==> src/rtl/phy_freelist_pkg.sv <==
// rtl/phy_freelist_pkg.sv - shared sizing, types and lane-count helper for the physical register free list
package phy_freelist_pkg;

    localparam int PHY_REG_NUM      = 64;
    localparam int ARCH_REG_NUM     = 32;
    localparam int RENAME_WIDTH     = 2;
    localparam int COMMIT_WIDTH     = 2;
    localparam int PHY_REG_ID_WIDTH = $clog2(PHY_REG_NUM);
    localparam int ID_W             = PHY_REG_ID_WIDTH;
    localparam int INIT_FREE        = PHY_REG_NUM - ARCH_REG_NUM;

    typedef logic [ID_W-1:0] phy_id_t;
    typedef logic [ID_W:0]   freelist_ptr_t;

    function automatic freelist_ptr_t lane_count(input logic [31:0] mask);
        freelist_ptr_t n;
        n = '0;
        for (int i = 0; i < 32; i++) begin
            n = n + freelist_ptr_t'(mask[i]);
        end
        return n;
    endfunction

endpackage

==> src/rtl/phy_freelist_compactor.sv <==
// rtl/phy_freelist_compactor.sv - exclusive prefix popcount of a lane mask: per-lane write offset and total
module freelist_compactor #(
    parameter int LANES = 2,
    parameter int CNT_W = $clog2(LANES + 1)
) (
    input  logic [LANES-1:0]            mask_i,
    output logic [LANES-1:0][CNT_W-1:0] offset_o,
    output logic [CNT_W-1:0]            total_o
);

    logic [CNT_W-1:0] acc;

    always_comb begin
        acc      = '0;
        offset_o = '0;
        for (int i = 0; i < LANES; i++) begin
            offset_o[i] = acc;
            acc         = acc + CNT_W'(mask_i[i]);
        end
        total_o = acc;
    end

endmodule

==> src/rtl/phy_freelist.sv <==
// rtl/phy_freelist.sv - circular free list of physical register IDs with committed-pointer flush recovery
// Optional duplicate-release detection is enabled by defining PHY_FREELIST_DUP_CHECK_EN.
module phy_freelist
    import phy_freelist_pkg::*;
(
    input  logic                               clk,
    input  logic                               rst,
    input  logic [RENAME_WIDTH-1:0]            rename_freelist_req,
    output logic [RENAME_WIDTH-1:0][ID_W-1:0]  freelist_rename_id,
    output logic                               freelist_rename_ready,
    output logic [ID_W:0]                      freelist_rename_free_num,
    input  logic [COMMIT_WIDTH-1:0]            commit_freelist_release,
    input  logic [COMMIT_WIDTH-1:0][ID_W-1:0]  commit_freelist_release_id,
    input  logic [COMMIT_WIDTH-1:0]            commit_freelist_retire,
    input  logic                               commit_freelist_restore,
    output logic                               freelist_err
);

    localparam int PCNT_W = $clog2(COMMIT_WIDTH + 1);
    localparam logic [ID_W+1:0] FILL_MAX = (ID_W + 2)'(PHY_REG_NUM);

    phy_id_t       entries_q [PHY_REG_NUM];
    freelist_ptr_t wptr_q, wptr_d;
    freelist_ptr_t rptr_q, rptr_d;
    freelist_ptr_t crptr_q, crptr_d;
    freelist_ptr_t count, req_num, retire_num, push_num;
    logic [COMMIT_WIDTH-1:0][PCNT_W-1:0] push_off;
    logic [PCNT_W-1:0]                   push_total;
    logic                                pop_en;
    logic [ID_W+1:0]                     fill_after_push;

    freelist_compactor #(
        .LANES (COMMIT_WIDTH)
    ) u_compactor (
        .mask_i   (commit_freelist_release),
        .offset_o (push_off),
        .total_o  (push_total)
    );

    assign count      = wptr_q - rptr_q;
    assign req_num    = lane_count(32'(rename_freelist_req));
    assign retire_num = lane_count(32'(commit_freelist_retire));
    assign push_num   = freelist_ptr_t'(push_total);

    assign freelist_rename_ready    = (req_num <= count);
    assign freelist_rename_free_num = count;
    assign pop_en                   = freelist_rename_ready && !commit_freelist_restore;
    assign fill_after_push          = {1'b0, count} + {1'b0, push_num};

    // Lanes past the free count read stale entries; rename must ignore them.
    always_comb begin
        freelist_rename_id = '0;
        for (int i = 0; i < RENAME_WIDTH; i++) begin
            freelist_rename_id[i] = entries_q[phy_id_t'(rptr_q + freelist_ptr_t'(i))];
        end
    end

    always_comb begin
        crptr_d = crptr_q + retire_num;
        wptr_d  = wptr_q + push_num;
        rptr_d  = rptr_q;
        if (commit_freelist_restore) begin
            rptr_d = crptr_d;
        end else if (pop_en) begin
            rptr_d = rptr_q + req_num;
        end
    end

    always_ff @(posedge clk) begin
        if (rst) begin
            rptr_q  <= '0;
            crptr_q <= '0;
            wptr_q  <= freelist_ptr_t'(INIT_FREE);
            for (int k = 0; k < PHY_REG_NUM; k++) begin
                entries_q[k] <= (k < INIT_FREE) ? phy_id_t'(ARCH_REG_NUM + k) : '0;
            end
        end else begin
            rptr_q  <= rptr_d;
            crptr_q <= crptr_d;
            wptr_q  <= wptr_d;
            for (int i = 0; i < COMMIT_WIDTH; i++) begin
                if (commit_freelist_release[i]) begin
                    entries_q[phy_id_t'(wptr_q + freelist_ptr_t'(push_off[i]))] <= commit_freelist_release_id[i];
                end
            end
        end
    end

`ifndef SYNTHESIS
    always_ff @(posedge clk) begin
        if (!rst) begin
            assert (fill_after_push <= FILL_MAX);
        end
    end
`endif

`ifdef PHY_FREELIST_DUP_CHECK_EN
    // in_list tracks speculative membership; cin_list is the committed view reloaded on flush.
    logic [PHY_REG_NUM-1:0] in_list_q, in_list_d;
    logic [PHY_REG_NUM-1:0] cin_list_q, cin_list_d;
    logic                   err_q;
    logic                   dup_hit;

    always_comb begin
        cin_list_d = cin_list_q;
        for (int i = 0; i < COMMIT_WIDTH; i++) begin
            if (freelist_ptr_t'(i) < retire_num) begin
                cin_list_d[entries_q[phy_id_t'(crptr_q + freelist_ptr_t'(i))]] = 1'b0;
            end
        end
        for (int i = 0; i < COMMIT_WIDTH; i++) begin
            if (commit_freelist_release[i]) begin
                cin_list_d[commit_freelist_release_id[i]] = 1'b1;
            end
        end

        in_list_d = in_list_q;
        for (int i = 0; i < RENAME_WIDTH; i++) begin
            if (pop_en && (freelist_ptr_t'(i) < req_num)) begin
                in_list_d[freelist_rename_id[i]] = 1'b0;
            end
        end
        for (int i = 0; i < COMMIT_WIDTH; i++) begin
            if (commit_freelist_release[i]) begin
                in_list_d[commit_freelist_release_id[i]] = 1'b1;
            end
        end
        if (commit_freelist_restore) begin
            in_list_d = cin_list_d;
        end
    end

    always_comb begin
        dup_hit = 1'b0;
        for (int i = 0; i < COMMIT_WIDTH; i++) begin
            if (commit_freelist_release[i] && in_list_q[commit_freelist_release_id[i]]) begin
                dup_hit = 1'b1;
            end
            for (int j = i + 1; j < COMMIT_WIDTH; j++) begin
                if (commit_freelist_release[i] && commit_freelist_release[j] &&
                    (commit_freelist_release_id[i] == commit_freelist_release_id[j])) begin
                    dup_hit = 1'b1;
                end
            end
        end
    end

    always_ff @(posedge clk) begin
        if (rst) begin
            err_q <= 1'b0;
            for (int k = 0; k < PHY_REG_NUM; k++) begin
                in_list_q[k]  <= (k >= ARCH_REG_NUM);
                cin_list_q[k] <= (k >= ARCH_REG_NUM);
            end
        end else begin
            err_q      <= err_q | dup_hit;
            in_list_q  <= in_list_d;
            cin_list_q <= cin_list_d;
        end
    end

    assign freelist_err = err_q;
`else
    assign freelist_err = 1'b0;
`endif

endmodule

==> config.mk <==
export PLATFORM = sky130hd
export DESIGN_NAME = phy_freelist
export DESIGN_NICKNAME = d
export VERILOG_FILES = /design/src/rtl/phy_freelist_pkg.sv /design/src/rtl/phy_freelist_compactor.sv /design/src/rtl/phy_freelist.sv
export SDC_FILE = /design/constraint.sdc
export NUM_CORES = 1
export LEC_CHECK = 0
export ABC_AREA = 0
export BUFFER_PORTS_ARGS = -buffer_cell sky130_fd_sc_hd__buf_2
export CORE_UTILIZATION = 25
export CTS_CLUSTER_SIZE = 14
export DETAILED_ROUTE_END_ITERATION = 8
export GPL_ROUTABILITY_DRIVEN = 0
export HOLD_SLACK_MARGIN = 0.03
export PLACE_DENSITY = 0.41
export SLEW_MARGIN = 20
export SYNTH_ARGS = -nofsm -noshare
export SYNTH_HDL_FRONTEND = slang
export SYNTH_SLANG_ARGS = --single-unit
==> constraint.sdc <==
create_clock -name clk -period 4.75 [get_ports clk]
set_clock_uncertainty 0.2 [all_clocks]
set_input_delay 0.2375 -clock clk [delete_from_list [all_inputs] [get_ports clk]]
set_output_delay 0.2375 -clock clk [all_outputs]
set_load 0.02 [all_outputs]
==> flow_summary.toml <==
[clocking]
cts_tree = "built"
clkTransAtPathRegs_ns = 0.06
clkSinkCount = 411
cts_setup_buffers = 0
cts_resized = 0
cts_buffer_depth = 3
clk_latency_ns = 0.63
htreeDepth = 2
postCtsHoldBufs = 10
root_buffer = "clkbuf_16"
cts_made_buffers = 51

[placement]
dpl.hpwl_microns = 74200
io_buffers = 40

[detailed_routing]
ant_nets = 0
drt-total-wl_microns = 109000
first_pass_iters = 6
routedWlPerCell_microns = 28.9
viasPerCell = 5.47
drc = 0
via_count = 20544
drt_iter0_drc = 2466

[setup_path]
crit_fanout = 18
cp-end-kind = "primary output"
crit_family = "multiplexers"
cp.arrival_ns = 3.86
crit_chain = "ha_4 -> buf_4 -> mux4_2 -> mux4_2 -> mux4_2 -> buf_2"
critPathSlowestCell = "ha_4"
startpoint_type = "register"
crit_required_ns = 4.31
worst-setup-path-type = "register to primary output"
crit_path_max_incr_delay_ns = 0.58
cp_num_buf_inv = 2
crit_path_frequent_cell = "mux4_2"

[power_and_ir_drop]
comb_power_share = 0.236
switching_power_w = 0.00325
swShare = 0.307
pwr-share-clk = 0.361
ir_drop_mv = 0.230
leakage_nw = 9.08
power.density_nw_per_um2 = 357
internal_power_w = 0.00732
p_seq_frac = 0.402

[floorplan]
core_sq_um = 103000
fp.dieH_microns = 325
initial_core_util = 0.252
dieArea_sq_um = 106000
rows = 118
pin_count = 42
die_w_microns = 325

[logic_synthesis]
synth_area_per_cell_sq_um = 11.0
synth_top_area_frac = 0.442
ys.flop_type = "edfxtp_1"
yosysWarnings = 0
synth_area_leader_cell = "edfxtp_1"
syn_inst = 2379
syn-cell-area_sq_um = 26100
yosys.cell_types.count = 53
syn_nets = 2420
async_reset_ff_frac = 0
synth.area.top_cells = "edfxtp_1 (44%), mux4_2 (21%), nand2_1 (7.3%)"
ys_seq_area_frac = 0.462
synth-edff-count = 384
ys_ff_latch = 411

[timing]
finalCritPeriodShare = 0.904
setup_tns_ns = 0
worst-slew-pin-transition_ns = 1.24
hold_viol = 0
fmax_mhz = 233
period_minus_slack_ns = 4.29
maxSlewViolCount = 0
max_slew_margin = 0.172
rsz0062_at_grt = "no"
setup_viol = 0

[global_routing]
overflow = 0
grt_pass1_wl_microns = 153000
grt_max_degree = 73
antenna_found_initial = 5
grt_pass1_vias = 19837
grt_usage = 0.202

[finish]
drive_above_1_share = 0.195
finalCoreUtilization = 0.286
nets = 2381
final_common_cell = "nand2_1"
area_growth_syn_to_layout_pct = 13.3
most-common-layout-cells = "nand2_1 (505), edfxtp_1 (384), mux4_2 (249), nor2_1 (232), o21ai_0 (161)"

[run_status]
status = "finished clean"

[job]
drv_cap = 0

[hold_path]
hold_path_class = "primary input to register"
==> cell families after synthesis <==
| family | synth area share |
|---|---|
| compound gates | 0.0724 |
| xor+xnor | 0.00805 |
| fa+ha+maj | 0.0107 |
| buf+inv | 0.0389 |
| flops | 0.462 |
| mux | 0.251 |
| other cells | 0.000144 |
| simple gates | 0.156 |
==> final timing paths <==
path / startpoint / to / depth (start not counted) / slack, ns
min: rename_freelist_req[1] / register / 5 / 0.05
max reg2reg: wptr_q[0] / entries_q[31][2] / 7 / 0.76
min reg2reg: crptr_q[6] / crptr_q[6] / 2 / 0.32
max: rptr_q[1] / freelist_rename_id[7] / 6 / 0.46
==> cell usage after synthesis (6+ instances only) <==
cell type and count:
mux2i_1 94, buf_2 27, nand2_1 507, o21ai_1 52
nor2_1 232, xor2_1 7, nand3b_1 10, nand4_1 7
o21ai_0 161, nor4_1 12, nor3_1 76, ha_1 16
mux4_2 249, a211oi_1 6, nand2b_1 9, buf_1 25
nand3_1 39, a21o_1 6, dfxtp_1 27, nor2b_1 9
nor2_2 7, xnor2_1 17, edfxtp_1 384, inv_1 27
or3_1 47, a21oi_1 105, clkbuf_1 168, a31oi_1 8
==> power groups by stage <==
| stage | clock [W] | combinational [W] | sequential (W) |
|---|---|---|---|
| after floorplan | 0 | 0.00168 | 0.00419 |
| after global placement | 0 | 0.00247 | 0.00432 |
| after detailed placement | 0 | 0.00248 | 0.00432 |
| after CTS | 0.00386 | 0.00250 | 0.00425 |
| after global routing | 0.00397 | 0.00259 | 0.00427 |
| final | 0.00382 | 0.00250 | 0.00425 |
==> layer usage <==
| layer | up-vias | wire length, microns | global-route usage |
|---|---|---|---|
| li1 | 8767 | - | - |
| met2 | 1086 | 49800 | 0.323 |
| met4 | 4 | 3130 | 0.0601 |
| met5 | - | 30 | 0 |
| met1 | 10501 | 46000 | 0.278 |
| met3 | 186 | 9580 | 0.0382 |
==> per-stage QoR <==
stage | power (W) | instances | hold slack [ns] | cell area (sq um) | setup slack, ns
final | 0.0106 | 3758 | 0.0482 | 29600 | 0.457
after global routing | 0.0108 | 3757 | 0.0927 | 29600 | 0.345
after CTS | 0.0106 | 3756 | 0.0304 | 29600 | 0.412
after detailed placement | 0.00680 | 3657 | 0.311 | 27900 | 0.874
after global placement | 0.00680 | 3657 | 0.302 | 27900 | 0.862
after floorplan | 0.00587 | 2379 | 0.251 | 26100 | 1.59
==> final cells by class <==
cell class / count / area [sq um]
Fill cell: 10524 / 73900
Multi-Input combinational cell: 1714 / 13100
Sequential cell: 411 / 12100
Tap cell: 1380 / 1730
Clock buffer: 63 / 1360
Timing Repair Buffer: 133 / 1020
Clock inverter: 26 / 195
Inverter: 29 / 109
Antenna cell: 2 / 5.00
==> sequential cells by signal (all words and copies together) (netlist names), named ones only <==
signal and count:
rptr_q 7, crptr_q 7, entries_q 384, wptr_q 7
==> worst reg2reg max path, stage by stage (launching register included) <==
cell and delay [ns]:
dfxtp_1 0.37, ha_1 0.26, ha_1 0.33, nor3b_1 0.51, nand2_1 0.15, nor2_1 0.73
nand3_1 0.58, nand3b_1 0.51
Power figures use the tool's default switching activity.
